[config.mk]
export PLATFORM = sky130hd
export DESIGN_NAME = count_pwm_gen_flat
export DESIGN_NICKNAME = d
export VERILOG_FILES = /design/src/rtl/count_pwm_gen_if.sv /design/src/rtl/count_pwm_gen.sv /design/src/flat_wrapper.sv
export SDC_FILE = /design/constraint.sdc
export NUM_CORES = 1
export LEC_CHECK = 0
export CELL_PAD_IN_SITES_DETAIL_PLACEMENT = 1
export CELL_PAD_IN_SITES_GLOBAL_PLACEMENT = 2
export CORE_MARGIN = 4
export CORE_UTILIZATION = 32
export CTS_BUF_LIST = sky130_fd_sc_hd__clkbuf_4 sky130_fd_sc_hd__clkbuf_8
export DETAILED_ROUTE_END_ITERATION = 12
export GPL_TIMING_DRIVEN = 0
export PLACE_DENSITY_LB_ADDON = 0.2
export SYNTH_ARGS = -nofsm -noshare
export SYNTH_HDL_FRONTEND = slang
export SYNTH_SLANG_ARGS = --single-unit
[constraint.sdc]
create_clock -name clk -period 5.7 [get_ports clk]
set_input_delay 1.14 -clock clk [delete_from_list [all_inputs] [get_ports clk]]
set_output_delay 1.14 -clock clk [all_outputs]
set_load 0.05 [all_outputs]
[src/rtl/count_pwm_gen_if.sv]
// -----------------------------------------------------------------------------
// count_pwm_gen_if
//   Duty-update handshake between a duty source and count_pwm_gen.
//   A transfer happens on a rising clock edge where duty_valid and duty_ready
//   are both high.
//
// Parameters
//   CW          width of the PWM count; duty values span 0..2**CW
//
// Signals
//   duty_in     [CW:0]  requested duty in high cycles per period
//   duty_valid          duty_in holds a valid request
//   duty_ready          consumer can accept a request this cycle
//
// Modports
//   master  duty source   (drives duty_in/duty_valid, sees duty_ready)
//   slave   count_pwm_gen (sees duty_in/duty_valid, drives duty_ready)
// -----------------------------------------------------------------------------
interface count_pwm_gen_if #(
  parameter int CW = 4
);
  logic [CW:0] duty_in;
  logic        duty_valid;
  logic        duty_ready;

  modport master (
    output duty_in,
    output duty_valid,
    input  duty_ready
  );

  modport slave (
    input  duty_in,
    input  duty_valid,
    output duty_ready
  );
endinterface : count_pwm_gen_if

[src/rtl/count_pwm_gen.sv]
// -----------------------------------------------------------------------------
// count_pwm_gen
//   PWM generator driven by the count bus of a free-running up counter.
//   One PWM period per counter wrap; the output is high while the count is
//   below the active duty. Duty updates arrive over a valid/ready handshake,
//   are parked in a shadow register and only take effect at a wrap, so a
//   period is never cut short or stretched by an update.
//
// Parameters
//   CW          count width; period = 2**CW cycles
//   DUTY_RST    active duty after reset (0..2**CW)
//
// Ports
//   clk           in   system clock, rising edge
//   rst           in   synchronous active-high reset
//   count_in      in   [CW-1:0] count from the upstream counter
//   duty_if       slave handshake: duty_in [CW:0], duty_valid, duty_ready
//   pwm_out       out  registered PWM output
//   period_start  out  one-cycle pulse aligned with the count-0 PWM cycle
//   active_duty   out  [CW:0] duty governing the current period
//   period_cnt    out  [7:0] wrap counter, present only with the option below
//
// Build option
//   PWM_PERIOD_CNT_EN  when defined, adds period_cnt: increments on every wrap,
//                      rolls over 255 -> 0, cleared by reset.
// -----------------------------------------------------------------------------
module count_pwm_gen #(
  parameter int          CW       = 4,
  parameter int unsigned DUTY_RST = 0
) (
  input  logic          clk,
  input  logic          rst,
  input  logic [CW-1:0] count_in,
  count_pwm_gen_if.slave duty_if,
  output logic          pwm_out,
  output logic          period_start,
`ifdef PWM_PERIOD_CNT_EN
  output logic [CW:0]   active_duty,
  output logic [7:0]    period_cnt
`else
  output logic [CW:0]   active_duty
`endif
);

  localparam logic [CW:0] DUTY_MAX  = {1'b1, {CW{1'b0}}};
  localparam logic [CW:0] DUTY_INIT = (CW+1)'(DUTY_RST);

  typedef enum logic {
    IDLE = 1'b0,
    PEND = 1'b1
  } state_t;

  state_t        r_state;
  state_t        w_state_nxt;
  logic          w_accept;
  logic          w_apply;
  logic          w_wrap;
  logic [CW-1:0] r_count_q;
  logic [CW:0]   r_pend_duty;
  logic [CW:0]   r_active_duty;
  logic [CW:0]   w_duty_sat;
  logic [CW:0]   w_duty_eff;
  logic          r_duty_ready;
  logic          r_pwm;
  logic          r_period_start;

  // A count lower than last cycle's means the counter restarted, whether it
  // rolled over normally or was restarted early. Right after reset r_count_q
  // is 0, so no wrap can be seen on that first cycle.
  assign w_wrap = (count_in < r_count_q);

  // Requests above full scale saturate to "always high".
  assign w_duty_sat = (duty_if.duty_in > DUTY_MAX) ? DUTY_MAX : duty_if.duty_in;

  // On the wrap that applies a pending update, the new duty already governs
  // the count-0 cycle of the new period.
  assign w_duty_eff = (w_wrap && (r_state == PEND)) ? r_pend_duty : r_active_duty;

  // NOTE: every signal driven here gets a default before the case statement,
  // so no path leaves one unassigned and no latch is inferred.
  always_comb begin
    w_state_nxt = r_state;
    w_accept    = 1'b0;
    w_apply     = 1'b0;
    unique case (r_state)
      IDLE: begin
        // A request arriving on a wrap cycle is accepted but waits for the
        // next wrap; the period starting now keeps the old duty.
        if (duty_if.duty_valid) begin
          w_accept    = 1'b1;
          w_state_nxt = PEND;
        end
      end
      PEND: begin
        if (w_wrap) begin
          w_apply     = 1'b1;
          w_state_nxt = IDLE;
        end
      end
      default: w_state_nxt = IDLE;
    endcase
  end

  // NOTE: sequential state uses non-blocking assignments so every register
  // samples the pre-edge values, independent of statement order.
  always_ff @(posedge clk) begin
    if (rst) begin
      r_state        <= IDLE;
      r_count_q      <= '0;
      r_pend_duty    <= '0;
      r_active_duty  <= DUTY_INIT;
      r_duty_ready   <= 1'b1;
      r_pwm          <= 1'b0;
      r_period_start <= 1'b0;
    end else begin
      r_state        <= w_state_nxt;
      r_count_q      <= count_in;
      // Ready is a registered decode of the state we are moving into.
      r_duty_ready   <= (w_state_nxt == IDLE);
      r_pwm          <= ({1'b0, count_in} < w_duty_eff);
      r_period_start <= w_wrap;
      if (w_accept) begin
        r_pend_duty <= w_duty_sat;
      end
      if (w_apply) begin
        r_active_duty <= r_pend_duty;
      end
    end
  end

`ifdef PWM_PERIOD_CNT_EN
  logic [7:0] r_period_cnt;

  always_ff @(posedge clk) begin
    if (rst) begin
      r_period_cnt <= '0;
    end else if (w_wrap) begin
      r_period_cnt <= r_period_cnt + 8'd1;
    end
  end

  assign period_cnt = r_period_cnt;
`endif

  assign duty_if.duty_ready = r_duty_ready;
  assign pwm_out            = r_pwm;
  assign period_start       = r_period_start;
  assign active_duty        = r_active_duty;

endmodule : count_pwm_gen

[src/flat_wrapper.sv]
// flat-port wrapper written by rule: the top's interface ports become plain ports
module count_pwm_gen_flat 
#(
  parameter int          CW       = 4,
  parameter int unsigned DUTY_RST = 0
)
  (clk, rst, count_in, pwm_out, period_start, active_duty, duty_if_duty_in, duty_if_duty_valid, duty_if_duty_ready);
  count_pwm_gen_if #(.CW(CW)) duty_if_i ();
  input  logic clk;
  input  logic rst;
  input  logic [CW-1:0] count_in;
  output logic pwm_out;
  output logic period_start;
  output logic [CW:0] active_duty;
  input wire logic [$bits(duty_if_i.duty_in)-1:0] duty_if_duty_in;
  input wire logic [$bits(duty_if_i.duty_valid)-1:0] duty_if_duty_valid;
  output wire logic [$bits(duty_if_i.duty_ready)-1:0] duty_if_duty_ready;
  assign duty_if_i.duty_in = duty_if_duty_in;
  assign duty_if_i.duty_valid = duty_if_duty_valid;
  assign duty_if_duty_ready = duty_if_i.duty_ready;
  count_pwm_gen #(.CW(CW), .DUTY_RST(DUTY_RST)) u_core (.clk(clk), .rst(rst), .count_in(count_in), .duty_if(duty_if_i), .pwm_out(pwm_out), .period_start(period_start), .active_duty(active_duty));
endmodule
# Word-level counts from Yosys, hierarchy flattened

Index checks and enable logic that the tools add are counted.

$lt $le $gt $ge: 3
Multiplexer cells: 8
Bitwise logic cells: 2
Reduce and logical (&&, ||, !) cells: 1

Operators with widths:

| operator                                              | count |
|---|---|
| two-way mux 5 bit                                     | 2 |
| greater-than comparator 5 bit (second input constant) | 1 |
| less-than comparator 4 x 5 -> 1 bit                   | 1 |
| two-way mux 1 bit                                     | 5 |
| less-than comparator 4 bit                            | 1 |
| inverter 1 bit                                        | 2 |
| case mux 1 bit (2 select lines)                       | 1 |
| logical AND 1 bit                                     | 1 |

Register bits after elaboration: 18
Bits of input ports: 12
Output and inout port bits: 8
Logic and storage cells: 21

# Longest topological paths before layout

Gate-level depths: netlist of run 1.

Depth after elaboration: 4
Gate-level depth with buffers: 10
Gate-level depth less buffers: 10

# Worst setup path before layout of run 1

OpenSTA, ideal clock, no wires.

Path type: input port to flip-flop
From: input port count_in[3]
To: register u_core.r_pwm (netlist: u_core.pwm_out)
Setup time: 0.088 ns
Arrival time: 3.049 ns
Data required time: 5.612 ns
Path slack: 2.563 ns
Cell stages on the path: 9
Buffers on the path: 0
Path through: ha_1 > o211ai_2 > o211ai_4 > mux2i_1 > ha_1 > o21a_1 > o21ai_0 > and3b_1 > o32ai_2

Word-level cells in the longest chain between the ends: 4

Ends and longest elaborated chain:

| what                                    | RTL line             | text |
|---|---|---|
| start: declaration                      | flat_wrapper.sv:11   | `input logic [CW-1:0] count_in;` |
| less-than comparator 4 bit              | count_pwm_gen.sv:70  | `assign w_wrap = (count_in < r_count_q);` |
| logical AND 1 bit                       | count_pwm_gen.sv:77  | `assign w_duty_eff = (w_wrap && (r_state == PEND)) ? r_pend_duty : r_active_duty;` |
| two-way mux 5 bit                       | count_pwm_gen.sv:77  |  |
| less-than comparator 4 x 5 -> 1 bit (*) | count_pwm_gen.sv:120 | `r_pwm <= ({1'b0, count_in} < w_duty_eff);` |
| end signal: assignment                  | count_pwm_gen.sv:120 |  |
| end: declaration                        | count_pwm_gen.sv:64  | `logic r_pwm;` |

Every way passes the cells marked *; elsewhere a longest branch is shown, timed or not.
A chain may end at the register's enable or synchronous reset.

# Worst setup path after layout of run 1

From: input port count_in[1]
To: register u_core.r_pwm (netlist: u_core.pwm_out)

The elaborated chain is that of the path after synthesis.

==> results of run 1 <==
-- cell type report --
class                   count  area, sq um
clock buffers               4         36.3
plain buffers               2         7.51
inverters                   4         15.0
repair buffers             18          180
well taps                  28         35.0
flip-flops and latches     18          360
fillers                   280         1220
multi-input cells          54          395
-- state kept, by name (all words and copies together) (netlist names) --
| register | flops |
|---|---|
| u_core.r_state | 1 |
| u_core.r_pend_duty | 5 |
| u_core.duty_if.duty_ready | 1 |
| u_core.active_duty | 5 |
| u_core.r_count_q | 4 |
| u_core.period_start | 1 |
| u_core.pwm_out | 1 |
-- synthesized netlist by cell type, drive strengths merged --
master and instances:
and3b 1, mux2i 5, nor2 8, a21oi 6
o21ai 2, a211oi 2, nand2 7, nor3b 1
or2 1, o211ai 2, dfxtp 18, nand3b 4
o32ai 1, o21a 1, inv 4, nor2b 5
clkbuf 2, ha 6, nand2b 1, and2 1
-- through the flow --
stage,std cells,hold WS (ps),total power [mW],area (sq um),worst slack [ps]
floorplan,78,431,0.167,778,2560
global placement,124,444,0.184,993,1850
finish,128,463,0.264,1030,2170
CTS,128,466,0.268,1030,2130
global route,128,495,0.278,1030,2020
detailed placement,124,450,0.185,993,1830
-- routing by layer --
layer | wire, um | up-vias
li1 | - | 310
met2 | 867 | 13
met4 | 24 | 0
met5 | 0 | -
met1 | 801 | 273
met3 | 77 | 4
-- cell families (layout without fill, tap and decap cells) --
| family | after synthesis | after routing |
|---|---|---|
| AOI/OAI and AO/OA | 14 | 14 |
| DFF | 18 | 18 |
| muxes | 5 | 5 |
| buffers and inverters | 6 | 28 |
| and+or+nand+nor | 29 | 29 |
| adders and majority gates | 6 | 6 |
-- power breakdown --
part           total, mW  internal [mW]  switching, mW
registers          0.135          0.132        0.00288
clock network     0.0825         0.0390         0.0436
logic             0.0469         0.0212         0.0257
total              0.264          0.192         0.0721
-- worst max-delay path: stages --
cell             delay, ps
clkdlybuf4s50_1        450
ha_1                   330
o211ai_2               130
o211ai_4               360
mux2i_1                300
ha_1                   280
a211oi_1               310
nand2_1                 90
and3b_1                170
o32ai_2                190
-- path summary, 6_finish.rpt --
kind | cells after the start | slack (ps) | startpoint | end
hold / removal | 2 | 460 | u_core.r_pend_duty[2] | u_core.r_pend_duty[2]
setup / recovery | 10 | 2170 | count_in[1] | u_core.pwm_out
setup reg to reg | 10 | 3130 | u_core.r_count_q[3] | u_core.pwm_out
hold reg to reg | 2 | 460 | u_core.r_pend_duty[2] | u_core.r_pend_duty[2]
==> impl_metrics.ini, run 1 <==
[die]
dieArea_sq_mm = 0.00329
dieWidth_um = 57.3
die_y_um = 57.3
io_pins = 20
start_util_pct = 34.5
fp-row-count = 17
core-area_sq_mm = 0.00225

[grt]
gr-usage-met3_pct = 2.71
grt_max_degree = 11
gr-usage-all-layers_pct = 11.9
grt_util_met1_pct = 14.1
antenna_found_initial = 0
gr-max-usage-layer = met2
first_global_vias = 656
gr-total-overflow = 0
grt_pass1_wl_um = 2980
grtUsageMet2_pct = 20.2

[placed_design]
dpl.hpwl_um = 1370
gp_congestion = 0.689
port_buffers = 18

[synthesis]
yosys_warnings = 0
ys_seq_area_share_pct = 46.3
synth_xor_area_share_pct = 0
synth_fp_nets = 96
synth_top_cell_by_area = dfxtp_1
synth_compound_gate_area_share_pct = 14.5
ys_seq_elements = 18
syn_inst = 78
synth_top_family_by_area = simple AND/OR/NAND/NOR gates
synth_top_cell_area_share_pct = 46.3
synth_fa_ha_area_share_pct = 9.65
synth_area_sq_um = 778
syn_area_per_cell_sq_um = 9.98
synth_area_leaders = dfxtp_1 46%, ha_1 9.6%, mux2i_1 6.4%, nor2b_1 4.0%, a21oi_1 3.9%
synth_cell_types = 21
synth_mux_area_share_pct = 6.43
synth-simple-area-share_pct = 20.3

[detailed_routing]
ant_nets = 0
first_pass_iters = 4
num_vias = 600
wirelength_um = 1770
viasPerCell = 4.69
wl_per_cell_um = 13.8
drc_errors = 0
dr.first_iter.drc_count = 6

[clock_network]
cts_root_buf = clkbuf_4
clk_path_buf_depth = 2
cts_resized = 0
cts_tree = built
hold_buffers = 0
post_cts_buffers = 0
cts_made_buffers = 3
clk_pin_slew_ps = 110
clock-sinks = 18
clkLatencyLatePin_ps = 300
cts_max_level = 1

[timing]
hold_viol = 0
rsz0062_at_grt = false
period_needed_ps = 3530
relSlewSlack_pct = 66.6
final-setup-viol-count = 0
setup_tns_ps = 0
slew_viol_final = 0
fmax_ghz = 0.283
fin_crit_sh_pct = 62.0
skew_ps = 0.677
worst_slew_pin_slew_ps = 500

[critical_path]
critPathArrivalTime_ps = 3750
cp_max_fo = 8
critPathKind = in -> reg
crit_path_end_kind = register
worstPathRequired_ps = 5920
crit_path_start_kind = input port

[pwr]
vdd_ir_drop_max_mv = 0.120
powerDensity_mw_per_mm2 = 256
leakage_nw = 0.414

[job]
maxCapViolCount = 0

[outcome]
run_status = completed

[cells_and_area]
fin_nets = 119
areaGrowthSynthToFinish_pct = 32.3
fin_util_pct = 45.7
final_cell_mix = 18 x clkdlybuf4s50_1, 18 x dfxtp_1, 8 x nor2_1
drive_gt1_share_pct = 9.00
antenna_cells = 0

[hold_path]
hold_path_class = reg -> reg
Note: power is estimated with default switching activity, not from simulation.
==> inputs of run 2 (changes only) <==
--- a/config.mk
+++ b/config.mk
@@ -8,7 +8,7 @@
 export CELL_PAD_IN_SITES_DETAIL_PLACEMENT = 1
 export CELL_PAD_IN_SITES_GLOBAL_PLACEMENT = 2
 export CORE_MARGIN = 4
-export CORE_UTILIZATION = 32
+export CORE_UTILIZATION = 30
 export CTS_BUF_LIST = sky130_fd_sc_hd__clkbuf_4 sky130_fd_sc_hd__clkbuf_8
 export DETAILED_ROUTE_END_ITERATION = 12
 export GPL_TIMING_DRIVEN = 0
==> constraint.sdc (replaced) <==
create_clock -name clk -period 3.4 [get_ports clk]
set_input_delay 0.68 -clock clk [delete_from_list [all_inputs] [get_ports clk]]
set_output_delay 0.68 -clock clk [all_outputs]
set_load 0.05 [all_outputs]
==> impl_metrics.ini, run 2 (synthesis gave the netlist of run 1 again) <==
[grt]
gr-usage-all-layers_pct = 10.4
first_global_vias = 598
grt_max_degree = 11
antenna_found_initial = 0
gr-total-overflow = 0
grt_pass1_wl_um = 2650

[timing]
worst_slew_pin_slew_ps = 496
setup_tns_ps = 0
skew_ps = 3.09
period_needed_ps = 3080
fin_crit_sh_pct = 90.6
relSlewSlack_pct = 66.8
slew_viol_final = 0
hold_viol = 0
fmax_ghz = 0.325
fin_ws_ps = 320
rsz0062_at_grt = false
final-setup-viol-count = 0

[detailed_routing]
wl_per_cell_um = 12.3
drc_errors = 0
dr_wl_met3_um = 98
viasPerCell = 4.82
wl_met1_um = 692
first_pass_iters = 2
dr_wl_met2_um = 765
wirelength_um = 1580
top_layer_used = met4
num_vias = 622
ant_nets = 0
dr.first_iter.drc_count = 20

[placed_design]
gp_congestion = 0.656
place_ws_ps = -13.0
dpl.hpwl_um = 1280
port_buffers = 18

[cells_and_area]
drive_gt1_share_pct = 8.08
antenna_cells = 0
areaGrowthSynthToFinish_pct = 30.9
fin_nets = 119
final_cell_mix = 18 x clkdlybuf4s50_1, 18 x dfxtp_1, 8 x nor2_1

[die]
fp-row-count = 18
dieArea_sq_mm = 0.00347
core-area_sq_mm = 0.00248
io_pins = 20
die_y_um = 58.9
start_util_pct = 31.4
dieWidth_um = 58.9

[clock_network]
cts_tree = built
clock-sinks = 18
cts_made_buffers = 3
cts_resized = 0
clkLatencyLatePin_ps = 280
hold_buffers = 0
clk_pin_slew_ps = 100
post_cts_buffers = 0
cts_root_buf = clkbuf_4
clk_path_buf_depth = 2
cts_max_level = 1

[hold_path]
hold_depth = 2
hold_path_class = reg -> reg

[critical_path]
cp_slowest_stage_delay_ps = 450
path_cells = clkdlybuf4s50_1 > ha_1 > o211ai_2 > o211ai_4 > mux2i_1 > ha_1 > o21a_1 > o21ai_0 > and3b_1 > o32ai_2
critPathArrivalTime_ps = 3280
cp_slowest_cell = clkdlybuf4s50_1
crit_path_frequent_cell = ha_1
cp_max_fo = 8
crit_path_start_kind = input port
worstPathRequired_ps = 3600
critPathKind = in -> reg
reg2reg_depth = 10
crit_path_end_kind = register

[job]
maxCapViolCount = 0

[pwr]
power_frac_comb_pct = 19.1
intPower_mw = 0.297
powerDensity_mw_per_mm2 = 398
p_sw_share_pct = 26.7
switchingPower_mw = 0.108
vdd_ir_drop_max_mv = 0.180
p_clk_share_pct = 25.3
leakage_nw = 0.407
seqPwrFrac_pct = 55.6
total_power_mw = 0.406

[outcome]
run_status = completed
## run 2: changes by cell type in the layout (fill, tap and decap cells not counted), sizes merged
| cell | delta |
|---|---|
| clkbuf | -1 |
## run 2: power by group through the flow
stage | sequential [mW] | clock (mW) | combinational [mW]
2_1_floorplan | 0.243 | 0 | 0.0363
5_1_grt | 0.227 | 0.120 | 0.0857
3_3_place_gp | 0.230 | 0 | 0.0778
4_1_cts | 0.226 | 0.110 | 0.0793
3_5_place_dp | 0.231 | 0 | 0.0788
6_report | 0.226 | 0.103 | 0.0777
## run 2: worst max-delay path, delay by kind of cell
| family | cells | cell delay, ps |
|---|---|---|
| multiplexers | 1 | 290 |
| AO/OA/AOI/OAI | 5 | 1040 |
| AND/OR/NAND/NOR | 1 | 210 |
| buffers and inverters | 1 | 450 |
| adder cells (fa/ha/maj) | 2 | 610 |
## run 2: stage by stage
step | utilization, % | instance area, sq um | cells | hold slack, ps
CTS | 41.1 | 1020 | 129 | 464
global placement | 40.2 | 996 | 126 | 441
detailed placement | 40.2 | 996 | 126 | 450
global route | 41.1 | 1020 | 129 | 490
floorplan | - | 778 | 78 | 431
finish | 41.1 | 1020 | 129 | 460
## run 2: layer usage
metal	vias to the layer above	global-route usage [%]
met5	-	0
met4	0	5.83
met3	2	3.07
met2	13	16.1
met1	296	12.8
li1	311	-
## run 2: final cells by class
class | count | area (sq um)
plain buffers | 2 | 7.51
clock buffers | 3 | 22.5
fillers | 299 | 1460
inverters | 4 | 15.0
multi-input cells | 54 | 395
flip-flops and latches | 18 | 360
well taps | 30 | 37.5
repair buffers | 18 | 180
## run 2: path summary, 6_finish.rpt
check	startpoint	slack (ps)	to
worst min-delay path	u_core.r_pend_duty[4]	460	u_core.r_pend_duty[4]
worst max register to register	u_core.r_count_q[3]	840	u_core.pwm_out
worst max-delay path	count_in[3]	320	u_core.pwm_out
worst min register to register	u_core.r_pend_duty[4]	460	u_core.r_pend_duty[4]
